<file path="src/rtl/timestamp_capture_arbiter_pkg.sv">
// Shared helpers for the timestamp capture path: width derivation and
// Gray-to-binary conversion (also used by the FIFO read side).
package timestamp_pkg;

  // Widest timestamp the shared conversion function handles.
  localparam int GRAY_MAX_W = 64;

  // Ceiling log2; clog2(1) = 0.
  function automatic int clog2(input int value);
    int r;
    int v;
    r = 0;
    v = value - 1;
    while (v > 0) begin
      r++;
      v = v >> 1;
    end
    return r;
  endfunction

  // Requester ID field width; never narrower than one bit.
  function automatic int id_width(input int n);
    return (n > 1) ? clog2(n) : 1;
  endfunction

  // Gray to binary: each binary bit is the XOR of its Gray bit and all
  // bits above it. Computed as a log-step suffix XOR so the function is
  // width-agnostic for zero-extended inputs; callers truncate the result.
  function automatic logic [GRAY_MAX_W-1:0] gray2bin(input logic [GRAY_MAX_W-1:0] g);
    logic [GRAY_MAX_W-1:0] b;
    b = g;
    for (int s = 1; s < GRAY_MAX_W; s = s * 2) begin
      b = b ^ (b >> s);
    end
    return b;
  endfunction

endpackage

</file>
<file path="src/rtl/timestamp_capture_arbiter_rr_arbiter.sv">
// Round-robin arbiter: scans from the pointer upward with wrap-around and
// moves the pointer just past the winner whenever a grant is taken.
module rr_arbiter
  import timestamp_pkg::*;
#(
  parameter int N    = 4,
  parameter int ID_W = id_width(N)
) (
  input  logic            clk,
  input  logic            rst_n,
  input  logic [N-1:0]    req_i,
  input  logic            adv_i,
  output logic [N-1:0]    gnt_o,
  output logic [ID_W-1:0] gnt_idx_o,
  output logic            any_o
);

  logic [ID_W-1:0]          ptr_q;
  logic [ID_W-1:0]          ptr_d;
  logic [N-1:0]             mask;
  logic [N-1:0]             hi_req;
  logic [N-1:0]             pick_req;
  logic [N:0]               found;
  logic [N:0][ID_W-1:0]     idx_acc;

  // Requests at or above the pointer win; otherwise fall back to the
  // wrapped-around lower half. A fixed-priority chain then picks the lowest.
  for (genvar gi = 0; gi < N; gi++) begin : g_mask
    assign mask[gi] = (ID_W'(gi) >= ptr_q);
  end

  assign hi_req   = req_i & mask;
  assign pick_req = (|hi_req) ? hi_req : req_i;

  assign found[0]   = 1'b0;
  assign idx_acc[0] = '0;
  for (genvar gi = 0; gi < N; gi++) begin : g_chain
    assign gnt_o[gi]       = pick_req[gi] & ~found[gi];
    assign found[gi+1]     = found[gi] | pick_req[gi];
    assign idx_acc[gi+1]   = idx_acc[gi] | (gnt_o[gi] ? ID_W'(gi) : '0);
  end

  assign any_o     = found[N];
  assign gnt_idx_o = idx_acc[N];

  // Next pointer: one past the winner, wrapping at N.
  always_comb begin
    ptr_d = ptr_q;
    if (adv_i && any_o) begin
      ptr_d = (gnt_idx_o == ID_W'(N - 1)) ? '0 : gnt_idx_o + ID_W'(1);
    end
  end

  // Pointer register.
  always_ff @(posedge clk or negedge rst_n) begin
    if (!rst_n) begin
      ptr_q <= '0;
    end else begin
      ptr_q <= ptr_d;
    end
  end

endmodule

</file>
<file path="src/rtl/timestamp_capture_arbiter.sv">
// Snapshots a shared Gray timestamp counter into per-requester slots and
// serializes the pending snapshots round-robin onto a valid/ready stream.
module timestamp_capture_arbiter
  import timestamp_pkg::*;
#(
  parameter int WIDTH         = 32,
  parameter int N             = 4,
  parameter int ID_W          = id_width(N),
  parameter int OUTPUT_BINARY = 1
) (
  input  logic             clk,
  input  logic             rst_n,
  input  logic             enable,
  input  logic [WIDTH-1:0] cnt_gray,
  input  logic [N-1:0]     req,
  output logic [N-1:0]     drop,
  output logic [WIDTH-1:0] m_ts,
  output logic [ID_W-1:0]  m_id,
  output logic             m_valid,
  input  logic             m_ready
);

  logic [N-1:0]           pending_q;
  logic [N-1:0]           pending_d;
  logic [N-1:0]           drop_q;
  logic [N-1:0]           drop_d;
  logic [N-1:0]           cap_req;
  logic [N-1:0]           cap_en;
  logic [N-1:0]           gnt;
  logic [N-1:0]           gnt_take;
  logic [ID_W-1:0]        gnt_idx;
  logic                   gnt_any;
  logic                   out_free;
  logic [N:0][WIDTH-1:0]  sel_acc;
  logic [WIDTH-1:0]       ts_conv;

  logic                   m_valid_q;
  logic                   m_valid_d;
  logic [WIDTH-1:0]       m_ts_q;
  logic [WIDTH-1:0]       m_ts_d;
  logic [ID_W-1:0]        m_id_q;
  logic [ID_W-1:0]        m_id_d;

  // The output register can take a new beat when empty or being drained now.
  assign out_free = ~m_valid_q | m_ready;
  assign cap_req  = {N{enable}} & req;

  rr_arbiter #(
    .N    (N),
    .ID_W (ID_W)
  ) u_arb (
    .clk       (clk),
    .rst_n     (rst_n),
    .req_i     (pending_q),
    .adv_i     (out_free),
    .gnt_o     (gnt),
    .gnt_idx_o (gnt_idx),
    .any_o     (gnt_any)
  );

  assign gnt_take   = gnt & {N{out_free}};
  assign sel_acc[0] = '0;

  // Per-requester slot. A request is accepted when the slot is free or is
  // being emptied at this very edge; otherwise the old snapshot is kept and
  // the loss is flagged.
  for (genvar gi = 0; gi < N; gi++) begin : g_slot
    logic [WIDTH-1:0] slot_q;

    assign cap_en[gi]      = cap_req[gi] & (~pending_q[gi] | gnt_take[gi]);
    assign pending_d[gi]   = cap_en[gi] | (pending_q[gi] & ~gnt_take[gi]);
    assign drop_d[gi]      = cap_req[gi] & pending_q[gi] & ~gnt_take[gi];
    assign sel_acc[gi+1]   = sel_acc[gi] | (gnt[gi] ? slot_q : '0);

    // Slot snapshot register.
    always_ff @(posedge clk or negedge rst_n) begin
      if (!rst_n) begin
        slot_q <= '0;
      end else if (cap_en[gi]) begin
        slot_q <= cnt_gray;
      end
    end
  end

  // Conversion sits between the slot mux and the output register.
  if (OUTPUT_BINARY != 0) begin : g_bin
    assign ts_conv = WIDTH'(gray2bin(GRAY_MAX_W'(sel_acc[N])));
  end else begin : g_gray
    assign ts_conv = sel_acc[N];
  end

  // Output register next state: load on grant, clear when drained with
  // nothing to replace it, hold otherwise.
  always_comb begin
    m_valid_d = m_valid_q;
    m_ts_d    = m_ts_q;
    m_id_d    = m_id_q;
    if (out_free) begin
      if (gnt_any) begin
        m_valid_d = 1'b1;
        m_ts_d    = ts_conv;
        m_id_d    = gnt_idx;
      end else begin
        m_valid_d = 1'b0;
      end
    end
  end

  // Pending flags, drop pulses and output register.
  always_ff @(posedge clk or negedge rst_n) begin
    if (!rst_n) begin
      pending_q <= '0;
      drop_q    <= '0;
      m_valid_q <= 1'b0;
      m_ts_q    <= '0;
      m_id_q    <= '0;
    end else begin
      pending_q <= pending_d;
      drop_q    <= drop_d;
      m_valid_q <= m_valid_d;
      m_ts_q    <= m_ts_d;
      m_id_q    <= m_id_d;
    end
  end

  assign drop    = drop_q;
  assign m_valid = m_valid_q;
  assign m_ts    = m_ts_q;
  assign m_id    = m_id_q;

endmodule

</file>
<file path="config.mk">
export PLATFORM = sky130hd
export DESIGN_NAME = timestamp_capture_arbiter
export DESIGN_NICKNAME = d
export VERILOG_FILES = /design/src/rtl/timestamp_capture_arbiter_pkg.sv /design/src/rtl/timestamp_capture_arbiter_rr_arbiter.sv /design/src/rtl/timestamp_capture_arbiter.sv
export SDC_FILE = /design/constraint.sdc
export NUM_CORES = 1
export LEC_CHECK = 0
export BUFFER_PORTS_ARGS = -buffer_cell sky130_fd_sc_hd__buf_2
export CAP_MARGIN = 20
export CELL_PAD_IN_SITES_DETAIL_PLACEMENT = 0
export CELL_PAD_IN_SITES_GLOBAL_PLACEMENT = 1
export CORE_MARGIN = 5
export CORE_UTILIZATION = 49
export CTS_CLUSTER_DIAMETER = 50
export CTS_CLUSTER_SIZE = 30
export DETAILED_ROUTE_END_ITERATION = 6
export HOLD_SLACK_MARGIN = 0.12
export PLACE_DENSITY_LB_ADDON = 0.1
export REMOVE_ABC_BUFFERS = 1
export SETUP_SLACK_MARGIN = 0.5
export SYNTH_ARGS = -nofsm -noshare
export SYNTH_HDL_FRONTEND = slang
export SYNTH_HIERARCHICAL = 1
export SYNTH_SLANG_ARGS = --single-unit
</file>
<file path="constraint.sdc">
create_clock -name clk -period 4.55 [get_ports clk]
set_input_delay 0.6825 -clock clk [delete_from_list [all_inputs] [get_ports clk]]
set_output_delay 0.6825 -clock clk [all_outputs]
set_load 0.01 [all_outputs]
</file>
Word-level counts from Yosys, hierarchy flattened

Cells that the tools add are included.

Input port bits: 40
Register bits: 173
Output and inout bits: 39

Magnitude comparators: 4
Reductions and logical operators: 3
Bitwise gates (word level): 57
Add/sub/neg operators: 1
Muxes and demuxes: 10
Eq/ne operators: 1

Operators by type and width:

| kind                  | number |
|---|---|
| $mux 32               | 4 |
| $or 32x32->32         | 3 |
| $xor 32x1->32 const B | 1 |
| $xor 32x16->32        | 1 |
| $xor 32x24->32        | 1 |
| $xor 32x28->32        | 1 |
| $xor 32x30->32        | 1 |
| $xor 32x31->32        | 1 |
| $and 1x1->1           | 19 |
| $and 4x4->4           | 3 |
| $not 1->1             | 12 |
| $or 1x1->1            | 12 |
| $mux 2                | 3 |
| $ge 1x2->1 const A    | 2 |
| $ge 2x2->1 const A    | 2 |
| $mux 4                | 1 |
| $or 2x2->2            | 2 |
| $reduce_or 4->1       | 1 |
| $add 2x1->2 const B   | 1 |
| $eq 2x2->1 const B    | 1 |
| $mux 1                | 2 |
| $reduce_and 2->1      | 1 |
| $logic_and 1x1->1     | 1 |

Longest topological paths before layout

Depth in word-level cells: 16
Mapped depth: 15
Depth with buffers taken out: 12

By module

The synthesis kept the hierarchy.

Modules (own cells, without submodules):

| module                    | area an instance (µm²) | sequential area each (µm²) | instances | cells each |
|---|---|---|---|---|
| timestamp_capture_arbiter | 7,664.9                | 4,279.1                    | 1         | 552 |
| rr_arbiter                | 251.5                  | 50.0                       | 1         | 31 |

Worst setup path before layout

No wires, ideal clock.

Path kind: flip-flop to flip-flop
From: register u_arb.ptr_q[0]
To: register m_ts_q[9] (netlist: m_ts[9])
Period minus slack after synthesis: 3.465 ns
Stages on the path, launching flop included: 13
Path buffers: 0
Setup slack: 1.085 ns
Arrival time: 3.387 ns
Cells stage by stage: dfrtp_1 nand2b_1 a21oi_1 o22ai_1 and2_1 a22o_1 a221oi_2 xnor3_2 xor2_1 xnor3_1 xor3_2 xor2_1 a21oi_1

Word-level cells in the longest chain between the ends: 16
Elaborated cells on any way between the ends: 30
Classes of those cells: order compare (4); mux (5); bitwise (19); reduce/logical (2)

RTL lines:

| item                                        | line                                                                                   | source |
|---|---|---|
| start, declared                             | timestamp_capture_arbiter_rr_arbiter.sv:18                                             | `logic [ID_W-1:0] ptr_q;` |
| start signal, assigned                      | timestamp_capture_arbiter_rr_arbiter.sv:59                                             | `ptr_q <= ptr_d;` |
| $ge 1x2->1 or $ge 2x2->1 (tied branches)    | timestamp_capture_arbiter_rr_arbiter.sv:29                                             | `assign mask[gi] = (ID_W'(gi) >= ptr_q);` |
| $and 4x4->4 *                               | timestamp_capture_arbiter_rr_arbiter.sv:32                                             | `assign hi_req = req_i & mask;` |
| $reduce_or 4->1                             | timestamp_capture_arbiter_rr_arbiter.sv:33                                             | `assign pick_req = (\|hi_req) ? hi_req : req_i;` |
| $mux 4 *                                    | timestamp_capture_arbiter_rr_arbiter.sv:33                                             |  |
| via gnt[0]                                  | timestamp_capture_arbiter.sv:29                                                        | `logic [N-1:0] gnt;` |
| $not 1->1 or $or 1x1->1 (tied branches)     | timestamp_capture_arbiter_rr_arbiter.sv:38, timestamp_capture_arbiter_rr_arbiter.sv:39 |  |
| $and 1x1->1, or another cell as far along   | timestamp_capture_arbiter_rr_arbiter.sv:38                                             | `assign gnt_o[gi] = pick_req[gi] & ~found[gi];` |
| $mux 32, or another cell as far along       | timestamp_capture_arbiter.sv:73                                                        | `assign sel_acc[gi+1] = sel_acc[gi] \| (gnt[gi] ? slot_q : '0);` |
| $or 32x32->32, or another cell as far along | timestamp_capture_arbiter.sv:73                                                        |  |
| $or 32x32->32 or $mux 32 (tied branches)    | timestamp_capture_arbiter.sv:73                                                        |  |
| $or 32x32->32                               | timestamp_capture_arbiter.sv:73                                                        |  |
| $xor 32x31->32                              | timestamp_capture_arbiter_pkg.sv:33                                                    | `b = b ^ (b >> s);` |
| $xor 32x30->32                              | timestamp_capture_arbiter_pkg.sv:33                                                    |  |
| $xor 32x28->32                              | timestamp_capture_arbiter_pkg.sv:33                                                    |  |
| $xor 32x24->32                              | timestamp_capture_arbiter_pkg.sv:33                                                    |  |
| $xor 32x16->32                              | timestamp_capture_arbiter_pkg.sv:33                                                    |  |
| $xor 32x1->32                               | timestamp_capture_arbiter_pkg.sv:33                                                    |  |
| end signal, assigned                        | timestamp_capture_arbiter.sv:121                                                       | `m_ts_q <= m_ts_d;` |
| end, declared                               | timestamp_capture_arbiter.sv:39                                                        | `logic [WIDTH-1:0] m_ts_q;` |

The timed path passes the listed nets; every way through them passes the cells marked *.
A chain may end at the register's enable or synchronous reset.

Worst setup path after layout

From: register u_arb.ptr_q[0]
To: register m_ts_q[10] (netlist: m_ts[10])

The elaborated chain is that of the path after synthesis.

==> qor.yml <==
drt:
  wire_per_inst_um: 19.4
  first_pass_iters: 4
  final_antenna_net_count: 0
  drtIter0Drc: 236
  vias: 4889
  drt-total-wl_um: 17200
  drc: 0
  routed_via_density: 5.49
global_routing:
  antenna_found_initial: 0
  grt_first_pass_wirelength_um: 28700
  grt_overflow: 0
  grt_pass1_vias: 5252
  grt_usage: 0.200
  grt_max_degree: 94
logic_synthesis:
  synthXorXnorAreaFrac: 0.0912
  synth_area_um2: 7920
  synth-seq-cells: 173
  ys_top_cells_by_area: "dfrtp_1 55%, mux2_2 19%, a22oi_1 2.8%"
  syn_inst: 583
  synth-compound-area-share: 0.102
  synth_top_family_by_area: "multiplexers"
  ys_seq_area_frac: 0.547
  avgSynthCellArea_um2: 13.6
  muxShareOfSynthArea: 0.195
  yosys.area_share.simple: 0.0414
  synth-adder-area-share: 0.00158
  synth_top_area_frac: 0.547
  synth.largest_area_cell: "dfrtp_1"
  synth_cell_type_count: 40
  synth_warnings: 6
flow_run:
  cap_viol_max_count: 0
worst_setup_path:
  cp_data_arrival_time_ns: 4.15
  cp_max_fo: 11
  required_ns: 4.90
  cp-start-kind: "flop"
  worstSetupPathType: "flop to flop"
  endpoint_kind: "flop"
layout:
  final_common_cell: "dfrtp_1"
  utilization: 0.581
  nNetsFinal: 702
  areaGrowthSynthToFinish_pct: 16.6
  drive_gt1_frac: 0.427
  num_antenna_cells: 0
  layout_common_cells: "172 x dfrtp_1, 136 x mux2_2, 77 x buf_2, 32 x nand2_1, 32 x nor2_1"
  nFillCells: 1321
placed_design:
  dp_hpwl_um: 11400
  place.port_buffers: 78
  place_congestion: 0.756
clock_network:
  cts_max_path_buffers: 2
  cts_resized: 0
  cts_hold_buf: 0
  path_clk_slew_ns: 0.06
  root_buffer: "clkbuf_16"
  cts.sinks: 173
  cts_htree_levels: 4
  cts_setup_buffers: 0
  cts_tree: "yes"
  cts_made_buffers: 17
  clk_latency_ns: 0.43
timing:
  fin_tns_setup_ns: 0
  hold_viol: 0
  min_period_over_period: 0.835
  max_freq_ghz: 0.263
  rsz0062_at_grt: "no"
  fin_crit_ns: 3.80
  tightestPinTransition_ns: 0.941
  clock_skew_ns: 0.00968
  finalSetupViolations: 0
  slew_headroom: 0.371
  maxSlewViolCount: 0
floorplanning:
  start_util: 0.498
  pin_count: 79
  fp.dieW_um: 137
  dieArea_um2: 18800
  die_y_um: 137
  core-area_um2: 15900
  rows: 46
status:
  status: "finished clean"
min_path:
  hp-class: "input port to async pin"
==> through the flow <==
step                      hold WS, ns  std cells  area [µm²]  setup slack [ns]
after detailed placement        0.491        858        8580             0.613
after global routing            0.358        890        9230             0.505
after global placement          0.487        858        8580             0.645
after floorplan                 0.387        550        7750             0.690
final                           0.279        890        9230             0.750
after CTS                       0.323        890        9220             0.589
==> critical path: stages, from the launching register on <==
cell and delay, ns:
dfrtp_1 0.46, nand2b_1 0.20, a21oi_1 0.17, o22ai_1 0.07, and2_2 0.29, a22o_1 0.25, a221oi_2 0.28, xnor3_2 0.45
xor2_1 0.24, xnor3_1 0.52, xor3_2 0.47, xor2_1 0.18, a21oi_1 0.15
==> per-layer routing <==
| metal | vias up | global-route usage | share of wire |
|---|---|---|---|
| li1 | 2262 | - | - |
| met1 | 2518 | 0.268 | 0.44 |
| met2 | 92 | 0.332 | 0.51 |
| met3 | 17 | 0.0401 | 0.038 |
| met4 | 0 | 0.0571 | 0.012 |
| met5 | - | 0 | 0 |
==> synth_stat cells <==
library cell,instances
a32o_1,1
mux2_2,136
a221oi_1,11
xor2_1,14
o221a_2,1
o211a_1,1
xnor2_2,2
o31ai_1,1
xnor3_2,4
nor3b_1,1
nor2b_1,2
a31oi_1,1
or2_1,1
o22ai_1,2
buf_4,3
buf_2,7
clkbuf_1,20
ha_1,1
xor3_2,2
xnor2_4,3
dfrtp_1,173
o21ai_0,2
mux2_4,1
inv_1,2
nor2_1,32
a22o_1,17
or2b_1,1
or4_4,1
a22oi_1,30
a221oi_4,1
xor2_2,1
xnor3_1,5
nand2_4,1
nand2b_1,3
nand2_1,32
a21oi_1,33
xnor2_1,24
and2_1,2
a221oi_2,5
buf_6,3
==> cells by family after synthesis <==
| logic type | Yosys count |
|---|---|
| AO/OA/AOI/OAI | 106 |
| AND/OR/NAND/NOR | 76 |
| adder cells (fa/ha/maj) | 1 |
| multiplexers | 137 |
| buffers and inverters | 35 |
| flip-flops | 173 |
| XOR/XNOR | 55 |
==> final timing paths <==
kind,from,endpoint,slack (ns),cells after the start
worst max register to register,u_arb/ptr_q[0],m_ts[10],0.75,12
worst min-delay path,rst_n,m_valid,0.28,1
worst min register to register,m_id[1],m_id[1],0.50,1
min in group clk,m_id[1],m_id[1],0.50,1
max in group asynchronous,rst_n,m_ts[10],3.33,2
worst max-delay path,u_arb/ptr_q[0],m_ts[10],0.75,12
==> state kept, by name, summed over array words and instances (netlist names) <==
signal         flops
u_arb/ptr_q        2
m_id               2
pending_q          4
m_valid            1
m_ts              32
g_slot.slot_q    128
drop               4
==> cell type report <==
class	instances	area (µm²)	share of cell area
clock buffers	22	474	0.0514
multi-input cells	375	3470	0.376
clock inverters	10	161	0.0175
well taps	216	270	0.0293
flip-flops and latches	173	4330	0.469
inverters	2	7.51	0.000814
repair buffers	92	514	0.0557
Power is left out: the tool's default activity adds up to more than one toggle a clock period on the data nets, which glitch-free logic cannot reach.
